<file path="config.mk">
export PLATFORM = sky130hd
export DESIGN_NAME = skinny_inv_sbox8_para1_hs
export DESIGN_NICKNAME = d
export VERILOG_FILES = /design/src/rtl/skinny_inv_sbox8_para1_hs.sv
export SDC_FILE = /design/constraint.sdc
export NUM_CORES = 1
export LEC_CHECK = 0
export BUFFER_PORTS_ARGS = -buffer_cell sky130_fd_sc_hd__buf_4
export CAP_MARGIN = 5
export CORE_MARGIN = 4
export CORE_UTILIZATION = 56
export DETAILED_ROUTE_END_ITERATION = 6
export MAX_ROUTING_LAYER = met4
export PLACE_DENSITY = 0.79
export SYNTH_ARGS = -nofsm -noshare
export SYNTH_HDL_FRONTEND = slang
export SYNTH_HIERARCHICAL = 1
export SYNTH_SLANG_ARGS = --single-unit
</file>
<file path="constraint.sdc">
create_clock -name clk -period 2.2 [get_ports clk]
set_input_delay 0.11 -clock clk [delete_from_list [all_inputs] [get_ports clk]]
set_output_delay 0.11 -clock clk [all_outputs]
set_load 0.01 [all_outputs]
</file>
<file path="src/rtl/skinny_inv_sbox8_para1_hs.sv">
// Two-share SKINNY-128 inverse 8-bit S-box built from eight NOR gadgets at depth 4.
// A valid/ready wrapper freezes the captured shares while the gadget pipeline settles.

module skinny_nor_gadget #(
  parameter bit OUT_REG = 1'b1
) (
  input  logic       clk,
  input  logic [1:0] x,
  input  logic [1:0] y,
  input  logic [1:0] z,
  input  logic [1:0] m,
  output logic [1:0] t
);
  logic [1:0] g;
  logic [1:0] t_c;

  // Only same-index share products are formed before the first register.
  always_ff @(posedge clk) begin
    g[1] <= (~x[1] & ~y[1]) ^ m[1];
    g[0] <= (x[0] & y[0]) ^ m[0];
  end

  assign t_c[1] = (~x[1] & y[0]) ^ m[0] ^ g[1] ^ z[0];
  assign t_c[0] = (~y[1] & x[0]) ^ m[1] ^ g[0] ^ z[1];

  // The last layer leaves its second stage to the result register downstream.
  if (OUT_REG) begin : g_oreg
    always_ff @(posedge clk) t <= t_c;
  end else begin : g_ocomb
    assign t = t_c;
  end
endmodule

module skinny_inv_sbox8_para1_hs #(
  parameter int LAT = 8
) (
  input  logic        clk,
  input  logic        rst_n,
  input  logic        in_valid,
  output logic        in_ready,
  input  logic [7:0]  si0,
  input  logic [7:0]  si1,
  input  logic [15:0] r,
  output logic        out_valid,
  input  logic        out_ready,
  output logic [7:0]  bo0,
  output logic [7:0]  bo1
);
  localparam int CW = (LAT > 1) ? $clog2(LAT) : 1;

  typedef enum logic [1:0] {IDLE, BUSY, DONE} state_t;

  state_t        state, state_nxt;
  logic [CW-1:0] cnt;
  logic [7:0]    h0, h1;
  logic [15:0]   hr;
  logic          cap, load_res;
  logic [1:0]    o [8];
  logic [1:0]    b [8];
  logic [7:0]    res0, res1;

  always_ff @(posedge clk or negedge rst_n)
    if (!rst_n) state <= IDLE;
    else        state <= state_nxt;

  always_comb begin
    state_nxt = state;
    in_ready  = 1'b0;
    out_valid = 1'b0;
    cap       = 1'b0;
    load_res  = 1'b0;
    case (state)
      IDLE: begin
        in_ready = 1'b1;
        if (in_valid) begin
          cap       = 1'b1;
          state_nxt = BUSY;
        end
      end
      BUSY: if (cnt == CW'(LAT - 1)) begin
        load_res  = 1'b1;
        state_nxt = DONE;
      end
      DONE: begin
        out_valid = 1'b1;
        if (out_ready) state_nxt = IDLE;
      end
      default: state_nxt = IDLE;
    endcase
  end

  always_ff @(posedge clk or negedge rst_n)
    if (!rst_n) begin
      cnt <= '0;
      h0  <= '0;
      h1  <= '0;
      hr  <= '0;
    end else if (cap) begin
      cnt <= '0;
      h0  <= si0;
      h1  <= si1;
      hr  <= r;
    end else if (state == BUSY) begin
      cnt <= cnt + CW'(1);
    end

  for (genvar k = 0; k < 8; k++) begin : g_pair
    assign o[k]    = {h1[k], h0[k]};
    assign res1[k] = b[k][1];
    assign res0[k] = b[k][0];
  end

  // Layer 1 reads only the held shares; each later layer waits two stages on its predecessor.
  skinny_nor_gadget u_b2 (.clk(clk), .x(o[3]), .y(o[1]), .z(o[0]), .m(hr[1:0]),   .t(b[2]));
  skinny_nor_gadget u_b3 (.clk(clk), .x(o[7]), .y(o[6]), .z(o[4]), .m(hr[3:2]),   .t(b[3]));
  skinny_nor_gadget u_b7 (.clk(clk), .x(o[2]), .y(o[7]), .z(o[1]), .m(hr[5:4]),   .t(b[7]));
  skinny_nor_gadget u_b5 (.clk(clk), .x(o[6]), .y(o[5]), .z(o[7]), .m(hr[7:6]),   .t(b[5]));
  skinny_nor_gadget u_b1 (.clk(clk), .x(o[5]), .y(b[3]), .z(o[3]), .m(hr[9:8]),   .t(b[1]));
  skinny_nor_gadget u_b0 (.clk(clk), .x(b[3]), .y(b[2]), .z(o[5]), .m(hr[11:10]), .t(b[0]));
  skinny_nor_gadget u_b6 (.clk(clk), .x(b[2]), .y(b[1]), .z(o[2]), .m(hr[13:12]), .t(b[6]));
  skinny_nor_gadget #(.OUT_REG(1'b0)) u_b4
                         (.clk(clk), .x(b[7]), .y(b[6]), .z(o[6]), .m(hr[15:14]), .t(b[4]));

  always_ff @(posedge clk or negedge rst_n)
    if (!rst_n) begin
      bo0 <= '0;
      bo1 <= '0;
    end else if (load_res) begin
      bo0 <= res0;
      bo1 <= res1;
    end
endmodule

</file>
==> impl_results.md, run 1 <==
- Ports placed on the boundary: 54
- Root Buffer: clkbuf_8
- Area after DPL: 0.004018 mm^2
- Syn_area_per_cell: 15.53 um^2
- Hold crit path type: primary input to register
- Main flop type after synthesis: dfrtp_1
- Gpl congestion: 0.7849
- Max VDD drop: 813.7 uV
- Vias: 1987
- Final setup TNS: 0 ns
- Setup violations, final: 0
- GRT overflow: 0
- Die footprint: 0.007719 mm^2
- RSZ-0062 raised after global routing: no
- Flops & latches, synth: 83
- Vias in the first global route: 2124
- P_leak: 2.124 nW
- Via/cell ratio: 4.918
- Gate Count Post-Synth: 230
- Layout area overhead: 29.33%
- DRT Pass-1 Iters: 5
- Post-CTS Hold Buffers: 34
- Final wirelength: 5.994 mm
- Worst Setup Path Type: register to register
- Worst Path Arrival: 1.88 ns
- DP Wirelength: 3.962 mm
- Synth async-reset ratio: 63.86%
- Initial antenna violation count: 0
- Initial DRC Count: 76
- Inserted Diodes: 0
- Synth area leader: dfrtp_1
- Largest net degree at the start of global routing: 54
- PortBufs: 53
- Synth warnings: 6
- Worst-path clk slew: 0.08 ns
- CP required: 2.44 ns
- Crit path max fanout: 32
- Clock Skew: 0.007415 ns
- GRT Overall Usage: 18.44%
- Post-CTS resize count: 0
- Post-synthesis sequential area ratio: 53.96%
- Fin cells: 404
- Max transition margin: 54.80%
- Most frequent cells after synthesis: dfrtp_1, mux2_2, dfxtp_1
- Avg WL per Cell: 14.84 um
- # nets final: 362
- Fin crit share: 74.55%
- Initial Util: 58.92%
- Post-synth EDFFs: 0
- Final Hold Violating Endpoints: 0
- Slowest cell delay on critical path: 0.49 ns
- Power Density: 1621 mW/mm^2
- H-Tree Depth: 3
- Global-route wire length before repair: 10.22 mm
- Top cells by area, synth: dfrtp_1, dfxtp_1, mux2_2
- Fmax: 609.7 MHz
- Least-Margin Pin Slew: 0.6781 ns
- Slew Limit Fails: 0
- Hold_ws: 0.1312 ns
- Critical Path Source Type: register
- Placed cells: 354
- Die width: 87.86 um
- Max-Cap Viols: 0
- Clk Latency, worst-skew pair: 0.35 ns
- Layout Utilization: 76.20%
- ANT nets after route: 0
- Core box area: 0.006061 mm^2
- Cell Area, Synth: 0.003571 mm^2
- Max stage delay cell, worst path: dfrtp_1
- FP Rows: 28
- Cell chain of the critical path: nor3b_4 > buf_4 > mux2_2
- CTS tree: done
- Clk sinks: 83
- Distinct cell type count after synthesis: 21
- Status: complete, no violations
- Layout cells sized above 1: 41.64%
- Cts bufs inserted: 9
- DRC viols: 0
- Share of the synthesized area in the top cell type: 37.14%
- Post-CTS setup buffers: 0
- Die Span Y: 87.86 um
- Post-layout min period: 1.640 ns
- CP Capture Type: register
- Clock tree buffer depth: 2
- Most frequent cell after synthesis: dfrtp_1
- Syn_nets: 268
- Final instance area: 0.004618 mm^2
[registers in the layout, summed over array words and instances (netlist names), 3 cells and up]
| signal | count |
|---|---|
| hr | 16 |
| h0 | 8 |
| bo0 | 8 |
| bo1 | 8 |
| h1 | 8 |
| cnt | 3 |
[power by group]
group          switching (W)  total, W  leakage [nW]  internal (W)
Combinational       0.000892   0.00299          1.11       0.00210
Sequential          0.000764   0.00313         0.886       0.00237
Clock               0.000520   0.00137         0.133      0.000845
Total                0.00218   0.00749          2.12       0.00531
[worst paths after layout]
check                                      from                    to  slack (ns)  cells past startpoint
setup / recovery           state[0]$_DFFE_PN0P_     h1[6]$_DFFE_PN0P_        0.56                      3
hold / removal                         in_valid  state[0]$_DFFE_PN0P_        0.13                      3
setup reg to reg           state[0]$_DFFE_PN0P_     h1[6]$_DFFE_PN0P_        0.56                      3
hold reg to reg               u_b0/t[1]$_DFF_P_    bo1[0]$_DFFE_PN0P_        0.46                      1
max in group asynchronous                 rst_n     h0[1]$_DFFE_PN0P_        1.40                      2
min in group asynchronous                 rst_n  state[1]$_DFFE_PN0P_        0.34                      2
[area by class of cell]
| type | instances | area [um^2] |
|---|---|---|
| Sequential cell | 83 | 1927 |
| Inverter | 1 | 3.754 |
| Clock inverter | 4 | 95.09 |
| Timing Repair Buffer | 88 | 745.7 |
| Fill cell | 391 | 1443 |
| Clock buffer | 12 | 165.2 |
| Tap cell | 75 | 93.84 |
| Multi-Input combinational cell | 141 | 1588 |
[worst max-delay path, delay by kind of cell (launching register included)]
family,cells,cell delay [ns]
buf+inv,1,0.39
flops,1,0.49
simple gates,1,0.23
mux,1,0.39
[cells by family (layout without fill, tap and decap cells)]
kind of cell               Yosys count  count (layout)  synth area share [%]
buffers and inverters                6             105                 1.577
muxes                               49              49                 15.45
adders and majority gates            2               2                0.7007
DFF                                 83              83                 53.96
AOI/OAI and AO/OA                    5               5                0.9810
and+or+nand+nor                     37              37                 9.391
xor gates and xnor gates            48              48                 17.94
[cell usage in the layout (no fill, tap or decap), types with 9 or more instances in the layout]
| cell | n |
|---|---|
| buf_4 | 54 |
| dfxtp_1 | 30 |
| xnor3_1 | 16 |
| mux2_2 | 49 |
| nor2b_4 | 16 |
| nor2_1 | 9 |
| dfrtp_1 | 53 |
| dlygate4sd3_1 | 34 |
| xnor2_1 | 24 |
| clkbuf_8 | 12 |
[metal layers]
layer / wire length, um / GRT usage [%]
met4: 91 / 5.858
met3: 310 / 5.644
met2: 2921 / 29.11
met5: 0 / -
met1: 2671 / 22.80
[per-stage QoR]
step | power, W | setup slack [ns]
final | 0.007486 | 0.5598
after floorplan | 0.005366 | 0.6845
after global routing | 0.007975 | 0.4719
after global placement | 0.006016 | 0.6216
after detailed placement | 0.006142 | 0.5972
after CTS | 0.007568 | 0.5549
(Power assumes the default switching activity.)
==> inputs of run 2 (changes only) <==
--- a/config.mk
+++ b/config.mk
@@ -8,10 +8,10 @@
 export BUFFER_PORTS_ARGS = -buffer_cell sky130_fd_sc_hd__buf_4
 export CAP_MARGIN = 5
 export CORE_MARGIN = 4
-export CORE_UTILIZATION = 56
+export CORE_UTILIZATION = 51
 export DETAILED_ROUTE_END_ITERATION = 6
 export MAX_ROUTING_LAYER = met4
-export PLACE_DENSITY = 0.79
+export PLACE_DENSITY = 0.76
 export SYNTH_ARGS = -nofsm -noshare
 export SYNTH_HDL_FRONTEND = slang
 export SYNTH_HIERARCHICAL = 1
==> constraint.sdc (replaced) <==
create_clock -name clk -period 1.5 [get_ports clk]
set_input_delay 0.075 -clock clk [delete_from_list [all_inputs] [get_ports clk]]
set_output_delay 0.075 -clock clk [all_outputs]
set_load 0.01 [all_outputs]
==> run 2 against run 1 <==
Effect of this change:
- worst hold slack better by 0.0021 ns
- total power up 44%
- routed wire length up 6.2%
- critical endpoint is now bo0[1]$_DFFE_PN0P_
- global-route usage down 1.3 points
- critical path depth up 1
- highest routed layer unchanged
- utilization down 7.5 points
- setup slack worse by 0.49 ns
- maximum frequency up 15%
- combinational power up 55%
- via count up 1.9%
- count of clock-buffer cells in the layout up 2
- flip-flop and latch count unchanged
==> impl_results.md, run 2 (synthesis results as in run 1) <==
- Max FFs per register: 16 (unchanged)
- Initial Util: 52.56% (was 58.92%)
- Cell chain of the critical path: ha_1 > ha_4 > nand3b_4 > mux2_2 (was nor3b_4 > buf_4 > mux2_2)
- Comb pwr share: 43.0% (was 39.9%)
- Vias in the first global route: 2128 (was 2124)
- Max stage delay cell, worst path: dfrtp_1 (unchanged)
- Clk sinks: 83 (unchanged)
- Final setup TNS: 0 ns (unchanged)
- Initial antenna violation count: 0 (unchanged)
- Via/cell ratio: 4.707 (was 4.918)
- Fmax: 701.4 MHz (was 609.7 MHz)
- Fin cells: 430 (was 404)
- Fin crit share: 95.05% (was 74.55%)
- Initial DRC Count: 32 (was 76)
- Least-Margin Pin Slew: 0.6609 ns (was 0.6781 ns)
- Crit path max fanout: 8 (was 32)
- Ports placed on the boundary: 54 (unchanged)
- Layout cells sized above 1: 41.92% (was 41.64%)
- Die Span Y: 91.68 um (was 87.86 um)
- Commonest non-fill, non-tap cell in the layout: buf_4 (unchanged)
- Inserted Diodes: 0 (unchanged)
- Reg2reg setup slack: 0.07 ns (was 0.56 ns)
- Die footprint: 0.008404 mm^2 (was 0.007719 mm^2)
- Layout area overhead: 30.76% (was 29.33%)
- DRC viols: 0 (unchanged)
- Final Hold Violating Endpoints: 0 (unchanged)
- Die width: 91.68 um (was 87.86 um)
- PortBufs: 53 (unchanged)
- Final wirelength: 6.368 mm (was 5.994 mm)
- Setup ws final: 0.07431 ns (was 0.5598 ns)
- DP Wirelength: 4.103 mm (was 3.962 mm)
- Largest net degree at the start of global routing: 54 (unchanged)
- H-Tree Depth: 3 (unchanged)
- Worst Setup Path Type: register to register (unchanged)
- Status: complete, no violations (unchanged)
- CP required: 1.73 ns (was 2.44 ns)
- Share of power burned in registers: 42.2% (was 41.8%)
- Clock power frac: 14.8% (was 18.2%)
- CP Capture Type: register (unchanged)
- Clock tree buffer depth: 2 (unchanged)
- Max-Cap Viols: 0 (unchanged)
- Power Density: 2305 mW/mm^2 (was 1621 mW/mm^2)
- Slew Limit Fails: 0 (unchanged)
- Max VDD drop: 1056 uV (was 813.7 uV)
- RSZ-0062 raised after global routing: no (unchanged)
- Filler Cells Inserted: 462 (was 391)
- Max transition margin: 55.94% (was 54.80%)
- Worst Path Arrival: 1.66 ns (was 1.88 ns)
- P_leak: 2.128 nW (was 2.124 nW)
- Gpl congestion: 0.7594 (was 0.7849)
- # nets final: 367 (was 362)
- Slowest cell delay on critical path: 0.39 ns (was 0.49 ns)
- Cts bufs inserted: 9 (unchanged)
- Global-route wire length before repair: 10.72 mm (was 10.22 mm)
- Root Buffer: clkbuf_8 (unchanged)
- Post-layout min period: 1.426 ns (was 1.640 ns)
- Vias: 2024 (was 1987)
- Critical Path Source Type: register (unchanged)
- Psw: 0.003254 W (was 0.002176 W)
- Sw frac: 30.23% (was 29.07%)
- Hold_ws: 0.1333 ns (was 0.1312 ns)
- Clk Latency, worst-skew pair: 0.34 ns (was 0.35 ns)
- Placed cells: 378 (was 354)
- Pre-CTS setup slack: -0.02895 ns (was 0.5972 ns)
- GRT overflow: 0 (unchanged)
- Post-CTS setup buffers: 0 (unchanged)
- Most frequent cells in the layout: buf_4, dfrtp_1, mux2_2 (unchanged)
- ANT nets after route: 0 (unchanged)
- CTS tree: done (unchanged)
- DRT Pass-1 Iters: 4 (was 5)
- Setup violations, final: 0 (unchanged)
- Hold crit path type: primary input to register (unchanged)
- Worst-path clk slew: 0.07 ns (was 0.08 ns)
- Clock Skew: 0.01024 ns (was 0.007415 ns)
- Core box area: 0.006794 mm^2 (was 0.006061 mm^2)
- Avg WL per Cell: 14.81 um (was 14.84 um)
- FP Rows: 30 (was 28)
- Power Internal: 0.007510 W (was 0.005310 W)
- GRT Overall Usage: 17.13% (was 18.44%)
- Largest reg by FF count: hr (unchanged)
-- run 2: changes by cell type in the layout (fill, tap and decap cells not counted), sizes merged --
cell    delta
bufinv     -2
clkbuf     +2
nand3b     +2
buf        +3
-- run 2: layout make-up --
cell class,count,area [um^2],share of cell area (%)
clock inverters,2,35.03,0.7503
repair buffers,91,780.7,16.72
multi-input cells,143,1640,35.13
well taps,96,120.1,2.572
inverters,1,3.754,0.08039
clock buffers,14,162.7,3.483
flip-flops and latches,83,1927,41.26
-- run 2: power by group through the flow --
stage | combinational (W) | sequential, W | clock, W
after detailed placement | 0.00448 | 0.00461 | 0
after global routing | 0.00498 | 0.00473 | 0.00173
after floorplan | 0.00345 | 0.00442 | 0
final | 0.00463 | 0.00455 | 0.00159
after CTS | 0.00465 | 0.00458 | 0.00163
after global placement | 0.00436 | 0.00457 | 0
-- run 2: layer usage --
layer / GRT usage [%] / vias up / wire (um)
met5: - / - / 0
met4: 9.673 / 0 / 186
met3: 2.953 / 17 / 201
met2: 26.78 / 43 / 3192
met1: 21.14 / 992 / 2789
li1: - / 972 / -
-- run 2: through the flow --
step | cell area (um^2) | util (%) | total power [W]
floorplan | 3575 | - | 0.007874
global placement | 4079 | 60.04 | 0.008931
detailed placement | 4079 | 60.04 | 0.009095
CTS | 4659 | 68.58 | 0.01086
global route | 4669 | 68.73 | 0.01143
finish | 4669 | 68.73 | 0.01076
-- run 2: worst max-delay path, delay by kind of cell (launching register included) --
family	cells	cell delay, ns
muxes	1	0.34
and+or+nand+nor	1	0.15
DFF	1	0.39
adders and majority gates	2	0.43
-- run 2: timing repair --
action                                  CTS  global route
cloned                                    2             0
endpoints found under the setup margin   16             7
pin swaps                                 1             1
gates resized for setup                   3             1
hold buffers                             34             0
endpoints found under the hold margin    86             0
-- run 2: path summary, 6_finish.rpt --
| path | endpoint | start | cells past startpoint |
|---|---|---|---|
| worst min-delay path | state[0]$_DFFE_PN0P_ | in_valid | 3 |
| worst min register to register | bo0[5]$_DFFE_PN0P_ | u_b5/t[0]$_DFF_P_ | 1 |
| worst max register to register | bo0[1]$_DFFE_PN0P_ | cnt[0]$_DFFE_PN0P_ | 4 |
| max in group asynchronous | h1[7]$_DFFE_PN0P_ | rst_n | 2 |
| worst max-delay path | bo0[1]$_DFFE_PN0P_ | cnt[0]$_DFFE_PN0P_ | 4 |
| min in group asynchronous | hr[15]$_DFFE_PN0P_ | rst_n | 2 |
==> inputs of run 3 (changes only) <==
--- a/config.mk
+++ b/config.mk
@@ -5,10 +5,11 @@
 export SDC_FILE = /design/constraint.sdc
 export NUM_CORES = 1
 export LEC_CHECK = 0
+export ABC_AREA = 1
 export BUFFER_PORTS_ARGS = -buffer_cell sky130_fd_sc_hd__buf_4
 export CAP_MARGIN = 5
 export CORE_MARGIN = 4
-export CORE_UTILIZATION = 51
+export CORE_UTILIZATION = 52
 export DETAILED_ROUTE_END_ITERATION = 6
 export MAX_ROUTING_LAYER = met4
 export PLACE_DENSITY = 0.76
==> run 3 against run 2 <==
Effect of this change:
- maximum frequency increased by 0.72%
- area after synthesis is 9.0% higher
- highest routed layer unchanged
- routed wire length up 35%
- first-iteration DRC count increased to 4.5 times the previous value
- via count is 74% higher
- design area up 7.2%
- utilization grew 0.31 points
- global-route usage increased by 4.7 points
- count of clock-buffer cells in the layout is 2 lower
- largest cell class unchanged
- die area grew 6.3%
- setup slack gained 0.010 ns
- non-clock buffer count rose by 2
==> impl_results.md, run 3 <==
- Avg WL per Cell: 11.75 um (was 14.81 um)
- Worst Path Arrival: 1.34 ns (was 1.66 ns)
- Clock Skew: 0.007937 ns (was 0.01024 ns)
- Cell Area, Synth: 0.003891 mm^2 (was 0.003571 mm^2)
- Cell chain of the critical path: nor2_4 > buf_4 > buf_4 (was ha_1 > ha_4 > nand3b_4 > mux2_2)
- Post-layout min period: 1.416 ns (was 1.426 ns)
- Worst Setup Path Type: register to primary output (was register to register)
- Global-route wire length before repair: 14.66 mm (was 10.72 mm)
- # nets final: 665 (was 367)
- Most frequent CP cell: buf_4
- Clk sinks: 83 (unchanged)
- GR Layer Usage met3: 4.781% (was 2.953%)
- Via/cell ratio: 4.804 (was 4.707)
- Max transition margin: 55.28% (was 55.94%)
- DP Wirelength: 5.875 mm (was 4.103 mm)
- Worst-path clk slew: 0.08 ns (was 0.07 ns)
- Clk Latency, worst-skew pair: 0.36 ns (was 0.34 ns)
- Layout area overhead: 28.68% (was 30.76%)
- Most frequent cells in the layout: nand2_1, inv_1, nand3_1 (was buf_4, dfrtp_1, mux2_2)
- Gate Count Post-Synth: 537 (was 230)
- Synth warnings: 6 (unchanged)
- Most frequent cell after synthesis: nand2_1 (was dfrtp_1)
- Most frequent cells after synthesis: nand2_1, inv_1, nand3_1 (was dfrtp_1, mux2_2, dfxtp_1)
- M2 GR Usage: 33.98% (was 26.78%)
- Vias: 3512 (was 2024)
- Layout cells sized above 1: 12.66% (was 41.92%)
- Share of the synthesized area in the top cell type: 34.08% (was 37.14%)
- GRT overflow: 0 (unchanged)
- Post-synthesis sequential area ratio: 49.52% (was 53.96%)
- Inserted Diodes: 0 (unchanged)
- Fin cells: 731 (was 430)
- Cts bufs inserted: 9 (unchanged)
- Slew Limit Fails: 0 (unchanged)
- H-Tree Depth: 3 (unchanged)
- Max VDD drop: 995.3 uV (was 1056 uV)
- Status: complete, no violations (unchanged)
- PortBufs: 53 (unchanged)
- CTS tree: done (unchanged)
- Final Hold Violating Endpoints: 0 (unchanged)
- Distinct cell type count after synthesis: 17 (was 21)
- Synth async-reset ratio: 63.86% (unchanged)
- Final wirelength: 8.589 mm (was 6.368 mm)
- Final setup TNS: 0 ns (unchanged)
- GRT Overall Usage: 21.81% (was 17.13%)
- Root Buffer: clkbuf_8 (unchanged)
- Crit path max fanout: 12 (was 8)
- Ports placed on the boundary: 54 (unchanged)
- Commonest non-fill, non-tap cell in the layout: nand2_1 (was buf_4)
- Flops & latches, synth: 83 (unchanged)
- Die width: 94.51 um (was 91.68 um)
- Die Span Y: 94.51 um (was 91.68 um)
- Hold crit path type: primary input to register (unchanged)
- Die footprint: 0.008931 mm^2 (was 0.008404 mm^2)
- DRT Pass-1 Iters: 5 (was 4)
- Placed cells: 681 (was 378)
- Gpl congestion: 0.8107 (was 0.7594)
- Least-Margin Pin Slew: 0.6708 ns (was 0.6609 ns)
- Crit path max-delay family: flip-flops (was adder cells)
- Critical Path Source Type: register (unchanged)
- Power Density: 2162 mW/mm^2 (was 2305 mW/mm^2)
- Largest reg by FF count: hr (unchanged)
- Initial Util: 53.65% (was 52.56%)
- Setup violations, final: 0 (unchanged)
- Syn_area_per_cell: 7.246 um^2 (was 15.53 um^2)
- Layout Utilization: 69.04% (was 68.73%)
- DRC viols: 0 (unchanged)
- Initial DRC Count: 143 (was 32)
- Synth area leader: dfrtp_1 (unchanged)
- CP Capture Type: primary output (was register)
- CP required: 1.42 ns (was 1.73 ns)
- Max-Cap Viols: 0 (unchanged)
- ANT nets after route: 0 (unchanged)
- Fin crit share: 94.37% (was 95.05%)
- P_leak: 2.847 nW (was 2.128 nW)
- Core box area: 0.007253 mm^2 (was 0.006794 mm^2)
- Layer with the highest usage: met2 (unchanged)
- Largest net degree at the start of global routing: 54 (unchanged)
- Max stage delay cell, worst path: dfrtp_2 (was dfrtp_1)
- RSZ-0062 raised after global routing: no (unchanged)
- Top cells by area, synth: dfrtp_1, nand2_1, dfxtp_1 (was dfrtp_1, dfxtp_1, mux2_2)
- Vias in the first global route: 3270 (was 2128)
- Fmax: 706.4 MHz (was 701.4 MHz)
- FP Rows: 31 (was 30)
- Syn_nets: 575 (was 268)
- Main flop type after synthesis: dfrtp_1 (unchanged)
- Post-synth EDFFs: 0 (unchanged)
- Worst path bufs/invs: 2 (was 0)
- M1 GR Usage: 27.25% (was 21.14%)
- Clock tree buffer depth: 2 (unchanged)
- Initial antenna violation count: 0 (unchanged)
- Slowest cell delay on critical path: 0.47 ns (was 0.39 ns)
- Max FFs per register: 16 (unchanged)
- Hold_ws: 0.06718 ns (was 0.1333 ns)
-- run 3: cell count changes after synthesis, moves of 8 or more --
cell	change
mux2_2	-49
xnor2_1	-24
xnor3_1	-16
nor2b_4	-16
nand3_1	+80
xor2_1	+8
inv_1	+82
nand2_1	+235
-- run 3: path summary, 6_finish.rpt --
path / startpoint / to / slack, ns / cells after the start
setup reg to reg: cnt[0]$_DFFE_PN0P_ / bo0[7]$_DFFE_PN0P_ / 0.18 / 5
max in group asynchronous: rst_n / state[0]$_DFFE_PN0P_ / 0.72 / 2
hold / removal: in_valid / hr[6]$_DFFE_PN0P_ / 0.07 / 3
min in group asynchronous: rst_n / bo1[1]$_DFFE_PN0P_ / 0.30 / 2
hold reg to reg: u_b5/t[0]$_DFF_P_ / bo0[5]$_DFFE_PN0P_ / 0.44 / 2
setup / recovery: state[0]$_DFFE_PN0P_ / in_ready / 0.08 / 3
-- run 3: layout make-up --
cell class | count | area [um^2]
fill | 603 | 2246
sequential | 83 | 1928
multi-input combinational | 356 | 1569
timing repair buffer | 93 | 795.8
inverter | 84 | 315.3
clock buffer | 12 | 155.1
tap | 99 | 123.9
clock inverter | 4 | 120.1
-- run 3: per-layer routing --
layer  part of all wire (%)  up-vias
met1                     45     1593
met5                      0        -
met4                    3.4        0
met2                     46       98
li1                       -     1799
met3                    5.0       22
-- run 3: cells by family (layout without fill, tap and decap cells) --
kind of cell / Yosys count / in the layout / synth area share, %
AOI/OAI and AO/OA: 3 / 3 / 0.3857
xor gates and xnor gates: 16 / 16 / 3.601
adders and majority gates: 2 / 2 / 0.6430
buffers and inverters: 98 / 193 / 10.35
DFF: 83 / 83 / 49.52
and+or+nand+nor: 335 / 335 / 35.50
-- run 3: worst min-delay path: cells and delay by family --
family        cells  cell delay, ns
simple gates      2            0.14
buf+inv           1            0.17
-- run 3: timing repair --
action / 4_1_cts / 5_1_grt
endpoints found under the hold margin: 86 / 0
resized for setup: 0 / 2
setup endpoints to repair: 0 / 6
buffers inserted: 0 / 0
hold buffers: 34 / 0
-- run 3: stage by stage --
stage	area (um^2)	power, W	setup slack, ns
after floorplan	3891	0.007240	0.1286
after global placement	4383	0.008313	0.2048
after detailed placement	4383	0.008570	0.1491
after CTS	4999	0.01086	0.06986
after global routing	5007	0.01182	0.02146
final	5007	0.01082	0.08447
-- run 3: where the power goes --
| part | switching (W) | internal [W] |
|---|---|---|
| clock network | 0.000773 | 0.00137 |
| registers | 0.00110 | 0.00336 |
| logic | 0.00246 | 0.00177 |
| total | 0.00433 | 0.00650 |
